==> config.mk <==
export PLATFORM = sky130hd
export DESIGN_NAME = dom_mask_rng
export DESIGN_NICKNAME = d
export VERILOG_FILES = /design/src/rtl/dom_mask_rng_pkg.sv /design/src/rtl/lfsr32_unrolled.sv /design/src/rtl/dom_mask_rng.sv
export SDC_FILE = /design/constraint.sdc
export NUM_CORES = 1
export LEC_CHECK = 0
export BUFFER_PORTS_ARGS = -buffer_cell sky130_fd_sc_hd__buf_2
export CAP_MARGIN = 40
export CORE_AREA = 3 3 68 118
export CTS_CLUSTER_DIAMETER = 200
export DETAILED_ROUTE_END_ITERATION = 16
export DIE_AREA = 0 0 71 121
export PLACE_DENSITY = 0.76
export SYNTH_ARGS = -nofsm -noshare
export SYNTH_HDL_FRONTEND = slang
export SYNTH_SLANG_ARGS = --single-unit
==> constraint.sdc <==
create_clock -name ClkxCI -period 5.2 [get_ports ClkxCI]
set_input_delay 1.04 -clock ClkxCI [delete_from_list [all_inputs] [get_ports ClkxCI]]
set_output_delay 1.04 -clock ClkxCI [all_outputs]
set_load 0.02 [all_outputs]
==> src/rtl/dom_mask_rng_pkg.sv <==
// rtl/dom_mask_rng_pkg.sv - shared constants, FSM encoding and sizing helper for the DOM mask RNG
package dom_mask_rng_pkg;

  localparam logic [31:0] LFSR_POLY     = 32'h80200003;
  localparam logic [31:0] ZERO_SEED_SUB = 32'h00000001;

  typedef enum logic [1:0] {
    UNSEEDED = 2'd0,
    LOAD     = 2'd1,
    WARMUP   = 2'd2,
    RUN      = 2'd3
  } rng_state_e;

  // Blinding bits per multiplier input; the first-order two-share multiplier needs only one.
  function automatic int blind_nrnd(input int shares, input int foo);
    return ((foo == 1) && (shares == 2)) ? 1 : shares;
  endfunction

endpackage

==> src/rtl/lfsr32_unrolled.sv <==
// rtl/lfsr32_unrolled.sv - 32 unrolled Galois LFSR steps, so every state bit is fresh per advance
module lfsr32_unrolled
  import dom_mask_rng_pkg::*;
(
  input  logic [31:0] StatexDI,
  output logic [31:0] NextxDO
);

  always_comb begin
    NextxDO = StatexDI;
    for (int i = 0; i < 32; i++) begin
      NextxDO = {1'b0, NextxDO[31:1]} ^ (NextxDO[0] ? LFSR_POLY : 32'h0);
    end
  end

endmodule

==> src/rtl/dom_mask_rng.sv <==
// rtl/dom_mask_rng.sv - seedable LFSR source of remask (Z) and blinding (B) bits for DOM multipliers
module dom_mask_rng
  import dom_mask_rng_pkg::*;
#(
  parameter int SHARES                   = 2,
  parameter int FIRST_ORDER_OPTIMIZATION = 1,
  parameter int NUM_MULS                 = 1,
  parameter int WARMUP_CYCLES            = 16,
  localparam int BLIND_NRND = blind_nrnd(SHARES, FIRST_ORDER_OPTIMIZATION),
  localparam int Z_W        = SHARES * (SHARES - 1),
  localparam int B_W        = 2 * BLIND_NRND,
  localparam int MUL_W      = Z_W + B_W,
  localparam int RND_W      = NUM_MULS * MUL_W
) (
  input  logic             ClkxCI,
  input  logic             RstxBI,
  input  logic [31:0]      SeedxDI,
  input  logic             SeedValidxSI,
  output logic             SeedReadyxSO,
  input  logic             RndEnxSI,
  output logic             RndValidxSO,
  output logic [RND_W-1:0] RndxDO,
  output logic             BusyxSO
);

  localparam int LANES = (RND_W + 31) / 32;
  localparam int IDX_W = (LANES > 1) ? $clog2(LANES) : 1;
  localparam int CNT_W = (WARMUP_CYCLES > 1) ? $clog2(WARMUP_CYCLES) : 1;

  rng_state_e       StatexDP, StatexDN;
  logic [IDX_W-1:0] IdxxDP, IdxxDN;
  logic [CNT_W-1:0] CntxDP, CntxDN;
  logic             ReadyxDP, ReadyxDN;
  logic [31:0]      LanexDP [LANES];
  logic [31:0]      LanexDN [LANES];
  logic [31:0]      LaneAdvxD [LANES];
  logic [31:0]      SeedWordxD;
  logic             SeedAccxS;
  logic             AdvancexS;

  // An all-zero lane would lock the LFSR forever.
  assign SeedWordxD = (SeedxDI == 32'h0) ? ZERO_SEED_SUB : SeedxDI;
  assign SeedAccxS  = SeedValidxSI & ReadyxDP;

  for (genvar k = 0; k < LANES; k++) begin : g_lane
    lfsr32_unrolled u_lfsr (
      .StatexDI (LanexDP[k]),
      .NextxDO  (LaneAdvxD[k])
    );
  end

  always_comb begin
    StatexDN  = StatexDP;
    IdxxDN    = IdxxDP;
    CntxDN    = CntxDP;
    AdvancexS = 1'b0;
    case (StatexDP)
      UNSEEDED, LOAD, RUN: begin
        // Index is zero in UNSEEDED and RUN, so a seed there always lands in lane 0.
        if (SeedAccxS) begin
          if (IdxxDP == IDX_W'(LANES - 1)) begin
            StatexDN = WARMUP;
            IdxxDN   = '0;
          end else begin
            StatexDN = LOAD;
            IdxxDN   = IdxxDP + 1'b1;
          end
        end else if ((StatexDP == RUN) && RndEnxSI) begin
          AdvancexS = 1'b1;
        end
      end
      WARMUP: begin
        AdvancexS = 1'b1;
        if (CntxDP == CNT_W'(WARMUP_CYCLES - 1)) begin
          StatexDN = RUN;
          CntxDN   = '0;
        end else begin
          CntxDN = CntxDP + 1'b1;
        end
      end
      default: StatexDN = UNSEEDED;
    endcase
    ReadyxDN = (StatexDN != WARMUP);
  end

  always_comb begin
    for (int k = 0; k < LANES; k++) begin
      LanexDN[k] = AdvancexS ? LaneAdvxD[k] : LanexDP[k];
      if (SeedAccxS && (IdxxDP == IDX_W'(k))) begin
        LanexDN[k] = SeedWordxD;
      end
    end
  end

  always_ff @(posedge ClkxCI or negedge RstxBI) begin
    if (!RstxBI) begin
      StatexDP <= UNSEEDED;
      IdxxDP   <= '0;
      CntxDP   <= '0;
      ReadyxDP <= 1'b0;
      for (int k = 0; k < LANES; k++) begin
        LanexDP[k] <= 32'(k + 1);
      end
    end else begin
      StatexDP <= StatexDN;
      IdxxDP   <= IdxxDN;
      CntxDP   <= CntxDN;
      ReadyxDP <= ReadyxDN;
      for (int k = 0; k < LANES; k++) begin
        LanexDP[k] <= LanexDN[k];
      end
    end
  end

  assign SeedReadyxSO = ReadyxDP;
  assign RndValidxSO  = (StatexDP == RUN);
  assign BusyxSO      = (StatexDP == LOAD) || (StatexDP == WARMUP);

  for (genvar b = 0; b < RND_W; b++) begin : g_out
    assign RndxDO[b] = LanexDP[b / 32][b % 32];
  end

endmodule

; Yosys cells after proc, flatten, opt, wreduce, memory -nomap -nowiden
; Cells that the tools add are included.
[totals]
register_bits = 40
in_bits = 36
out_inout_bits = 7
[classes]
add_sub_neg = 2
eq_ne = 5
mux = 44
n_bitwise = 34
n_reduce_logical = 8
[ops]
columns = op, n
row1 = 32-bit two-way mux, 35
row2 = 31-bit by 32-bit bitwise XOR with 32-bit output, 32
row3 = 32-bit logical NOT, 1
row4 = 2-bit two-way mux, 3
row5 = 4-bit by 1-bit adder with 4-bit output (second input constant), 1
row6 = 2-bit == test (second input constant), 2
row7 = 4-bit == test (second input constant), 1
row8 = 4-bit two-way mux, 1
row9 = 2-bit one-hot mux with 2 select lines, 1
row10 = 1-bit two-way mux, 3
row11 = 3-bit OR reduction, 1
row12 = 2-bit by 1-bit == test with 1-bit output (second input constant), 1
row13 = 1-bit logical AND, 2
row14 = 2-bit logical NOT, 1
row15 = 2-bit inequality test (second input constant), 1
row16 = 1-bit one-hot mux with 2 select lines, 1
row17 = 2-bit AND reduction, 1
row18 = 2-bit nonzero test, 1
row19 = 1-bit adder (second input constant), 1
row20 = 1-bit AND, 1
row21 = 1-bit logical OR, 1
row22 = 1-bit inverter, 1

; Logic depth before layout (Yosys ltp)
[depth]
ltp_word = 66
depth_mapped = 9
depth_no_buf = 7

; Modules after synthesis
; Synthesis repeated with hierarchy kept, for this count alone.
[unflattened]
cells_unflattened = 292
area_unflattened_um2 = 3270.6
[by_module_without_submodules]
columns = module, n_inst, cells_per_inst, area_each_um2
row1 = dom_mask_rng, 1, 185, 1914.3
row2 = lfsr32_unrolled, 1, 107, 1356.3

; Worst setup path before layout
; No wires, ideal clock.
[synth_timing]
path_kind = reg2reg
startpoint = register LanexDP[0] (netlist name)
endpoint = register LanexDP[1] (netlist name)
t_arrival_ns = 2.713
slack_ns = 2.418
stages_incl_launch_ff = 9
synth_period_minus_slack_ns = 2.782
cell_sequence = dfstp_2 buf_4 xnor2_4 xor3_2 xnor2_4 xnor3_1 xnor2_1 or4_1 nand3_1
[synth_via]
elab_chain_cells = 66
[synth_lines]
columns = item, line
row1 = "start, declared", dom_mask_rng.sv:34  ; logic [31:0] LanexDP [LANES];
row2 = "start signal, assigned by index", dom_mask_rng.sv:102  ; LanexDP[k] <= 32'(k + 1);
row3 = "start signal, assigned by index", dom_mask_rng.sv:110  ; LanexDP[k] <= LanexDN[k];
row4 = 32-bit two-way mux (*), lfsr32_unrolled.sv:12  ; NextxDO = {1'b0, NextxDO[31:1]} ^ (NextxDO[0] ? LFSR_POLY : 32'h0);
row5 = 31-bit by 32-bit bitwise XOR with 32-bit output (*), lfsr32_unrolled.sv:12
row6 = 32-bit two-way mux, lfsr32_unrolled.sv:12
row7 = 31-bit by 32-bit bitwise XOR with 32-bit output (*), lfsr32_unrolled.sv:12
row8 = 32-bit two-way mux, lfsr32_unrolled.sv:12
row9 = 31-bit by 32-bit bitwise XOR with 32-bit output (*), lfsr32_unrolled.sv:12
row10 = 32-bit two-way mux, lfsr32_unrolled.sv:12
row11 = 31-bit by 32-bit bitwise XOR with 32-bit output (*), lfsr32_unrolled.sv:12
row12 = [... 50 more ...], n/a
row13 = 32-bit two-way mux, lfsr32_unrolled.sv:12
row14 = 31-bit by 32-bit bitwise XOR with 32-bit output (*), lfsr32_unrolled.sv:12
row15 = 32-bit two-way mux, lfsr32_unrolled.sv:12
row16 = 31-bit by 32-bit bitwise XOR with 32-bit output (*), lfsr32_unrolled.sv:12
row17 = 32-bit two-way mux, lfsr32_unrolled.sv:12
row18 = 31-bit by 32-bit bitwise XOR with 32-bit output (*), lfsr32_unrolled.sv:12
row19 = 32-bit two-way mux (*), dom_mask_rng.sv:88  ; LanexDN[k] = AdvancexS ? LaneAdvxD[k] : LanexDP[k];
row20 = 32-bit two-way mux (*), dom_mask_rng.sv:89  ; if (SeedAccxS && (IdxxDP == IDX_W'(k))) begin
; Every way passes the cells marked *; elsewhere a longest branch is shown, timed or not. The select of a mux whose other input is x is not followed.
; A chain may end at the register's enable or synchronous reset.

; Worst setup path after layout
[layout_timing]
startpoint = register LanexDP[13] (netlist name)
endpoint = register LanexDP[19] (netlist name)
[layout_via]
elab_chain_cells = 51
[layout_lines]
columns = item, line
row1 = 31-bit by 32-bit bitwise XOR with 32-bit output (*) (13 in series), lfsr32_unrolled.sv:12
row2 = 32-bit two-way mux (*), lfsr32_unrolled.sv:12
row3 = 31-bit by 32-bit bitwise XOR with 32-bit output (*), lfsr32_unrolled.sv:12
row4 = 32-bit two-way mux, lfsr32_unrolled.sv:12
row5 = 31-bit by 32-bit bitwise XOR with 32-bit output (*), lfsr32_unrolled.sv:12
row6 = 32-bit two-way mux, lfsr32_unrolled.sv:12
row7 = 31-bit by 32-bit bitwise XOR with 32-bit output (*), lfsr32_unrolled.sv:12
row8 = 32-bit two-way mux, lfsr32_unrolled.sv:12
row9 = [... 21 more ...], n/a
row10 = 32-bit two-way mux, lfsr32_unrolled.sv:12
row11 = 31-bit by 32-bit bitwise XOR with 32-bit output (*), lfsr32_unrolled.sv:12
row12 = 32-bit two-way mux, lfsr32_unrolled.sv:12
row13 = 31-bit by 32-bit bitwise XOR with 32-bit output (*), lfsr32_unrolled.sv:12
row14 = 32-bit two-way mux, lfsr32_unrolled.sv:12
row15 = 31-bit by 32-bit bitwise XOR with 32-bit output (*) (3 in series), lfsr32_unrolled.sv:12
row16 = 32-bit two-way mux (*), dom_mask_rng.sv:88
row17 = 32-bit two-way mux (*), dom_mask_rng.sv:89
; Marked as above.

==> summary.txt <==
Timing
  – Slew margin rel.: 47.2%
  – Fin crit share: 61.7%
  – Min Tclk post-route: 3210 ps
  – Final hold viol count: 0
  – Final Max Slew Viols: 0
  – Setup_tns: 0 ps
  – RSZ-0062 raised after global routing: false
  – Final Skew: 7.47 ps
  – Slew @ Worst Pin: 787 ps
  – Achievable Freq: 0.311 GHz
  – Final setup vio count: 0

Route
  – DRT Wirelength: between 8000 and 9000 µm
  – Avg WL per Cell: 19.3 µm
  – Routed Antenna Nets: 0
  – Initial DRC count: 109
  – DRT Pass-1 Iters: 4
  – Vias per cell: 5.61
  – DRC viols: 0
  – Vias: 2554

Clock tree
  – Post-CTS Resized: 0
  – Clock Latency Late Sink: around 300 ps
  – CTS tree: built
  – Clock Pin Slew Worst Setup and Hold Paths: 60 ps
  – Max Buffers Root-to-Sink: 2
  – Htree depth: 2
  – Sink Count: 39
  – Post-CTS Setup Bufs: 0
  – Cts hold-fix bufs: 0
  – CTS Root Cell: clkbuf_16
  – Cts bufs inserted: 5

Final layout
  – Area Overhead vs Synth: 11.2%
  – Fillcell total: 678
  – ANT cells: 0
  – Final core occ: about half
  – Final nets: 407
  – Share of cells above drive strength 1: 20.3%

Yosys
  – FFs w/ async S/R, synth: 100%
  – Yosys reg bits: 39
  – Synthesized Nets: 379
  – Avg Inst Size Synth: about 9.9 µm²
  – Mapped cell area: around 3400 µm²
  – Synth area leaders: dfrtp_1, xnor2_1, xor2_1
  – Cells after synthesis: 340
  – Count of different cell masters after synthesis: 47
  – Leading area contributor after synthesis: dfrtp_1
  – Number of synthesized flops with an enable pin: 0
  – Syn. warnings: 0
  – Seq/Total Area, Yosys: 29.1%
  – Synth top area share: around 28%
  – Top post-synthesis cells by count: xnor2_1, dfrtp_1, nor2_1
  – Top-count cell post-synth: xnor2_1
  – Main synth FF type: dfrtp_1

Floorplanning
  – Core region area: ~7200 µm²
  – Full die area: 8590 µm²
  – Row count: 41
  – Die H: approximately 120 µm
  – Initial core utilization: 46.7%
  – Die width: 71 µm
  – I/O Pins: 43

Critical path
  – Setup Crit Path Kind: flip-flop to flip-flop
  – R2R Path Start: LanexDP[13]
  – FF-to-FF path depth: 7
  – CP required: 5360 ps
  – Worst setup SP type: flip-flop
  – Cell Chain, Critical Path: xnor3_2 -> xnor2_4 -> xnor3_2 -> xnor2_2 -> xnor2_1 -> o31ai_1 -> a22oi_1
  – Reg2reg setup slack: between 1500 and 2000 ps
  – FF-to-FF End: LanexDP[19]
  – Crit end category: flip-flop
  – CP max stage cell: xnor3_2
  – Critical path depth: 7
  – Buf/Inv on CP: 0
  – Critical Path AT: 3370 ps
  – Worst Setup SP: LanexDP[13]
  – Highest cell delay on the worst timing path: 590 ps
  – Crit-path leading delay family: XOR/XNOR gates
  – Most frequent CP cell: xnor3_2
  – Critical Path Sink: LanexDP[19]
  – Crit Path Max Fanout: 6

GRT
  – Initial antenna violation count: 0
  – Largest net degree at the start of global routing: 43
  – Global Route Usage Sum: 21.7%
  – First-pass GRT wire length: 14000 µm
  – Vias in the first global route: 2629
  – Gr ovfl total: 0

Worst hold path
  – Worst hold path class: flip-flop to flip-flop

Placement
  – Hpwl dp: between 6000 and 7000 µm
  – Port bufs: 42
  – Routability cong.: 0.943

Job
  – Max-capacitance violation count: 0

Run status
  – Status: finished, final reports clean
==> cell type report <==
type / instances / area [µm²] / area share [%]
multi-input cells: 275 / 2250 / 60.3
flip-flops and latches: 39 / 977 / 26.2
repair buffers: 45 / 245 / 6.57
clock buffers: 5 / 125 / 3.35
well taps: 86 / 108 / 2.88
clock inverters: 3 / 20.0 / 0.537
inverters: 2 / 7.51 / 0.201
==> how the worst min path moves through the flow <==
stage	cells past startpoint	slack, ps	start	endpoint
global route	1	560	CntxDP[3]	CntxDP[3]
floorplan	1	470	CntxDP[3]	CntxDP[3]
detailed placement	1	530	CntxDP[3]	CntxDP[3]
global placement	1	500	CntxDP[3]	CntxDP[3]
CTS	1	540	CntxDP[3]	CntxDP[3]
finish	1	530	CntxDP[3]	CntxDP[3]
==> kinds of logic after synthesis <==
| logic type | Yosys count | synth area share [%] |
|---|---|---|
| compound gates | 56 | 9.66 |
| xor+xnor | 116 | 41.1 |
| fa+ha+maj | 3 | 1.12 |
| buf+inv | 26 | 3.99 |
| flops | 39 | 29.1 |
| mux | 5 | 1.57 |
| simple gates | 95 | 13.5 |
==> state kept, by name (all words and copies together), names as in the netlist <==
name,flops
CntxDP,4
LanexDP,32
SeedReadyxSO,1
StatexDP,2
==> stage by stage <==
step	hold slack, ps	std cells	setup WS [ps]	area, µm²
floorplan	472	340	2420	3360
global placement	500	446	2070	3570
detailed placement	527	447	2020	3590
CTS	538	455	2010	3730
global route	558	455	1850	3730
finish	532	455	1990	3730
==> cell usage in the layout (no fill, tap or decap), types with 3 or more instances in the layout <==
cell       synthesis  final
a21o_1             3      3
a21oi_1           19     18
a31oi_1            4      4
buf_2              2     42
clkbuf_16          0      5
dfrtp_1           38     38
ha_1               3      3
mux2i_1            3      3
nand2_1           26     26
nand3_1            7      7
nand4_1            4      4
nor2_1            29     29
nor3_1             5      5
nor4_1            10     10
o21ai_0           19     19
or3_1              4      4
xnor2_1           69     69
xnor2_2            3      3
xnor2_4            4      4
xnor3_1            8      8
xnor3_2            5      5
xor2_1            22     22
xor3_1             3      3
==> metal layers <==
layer,GRT usage [%],vias up,part of all wire [%]
li1,-,1214,-
met1,22.3,1210,34
met2,38.3,100,53
met3,4.23,30,6.3
met4,15.3,0,6.4
met5,0,-,0
Power is not shown: default switching activity piles up to over one toggle a cycle in this logic, so the estimate is an artifact.
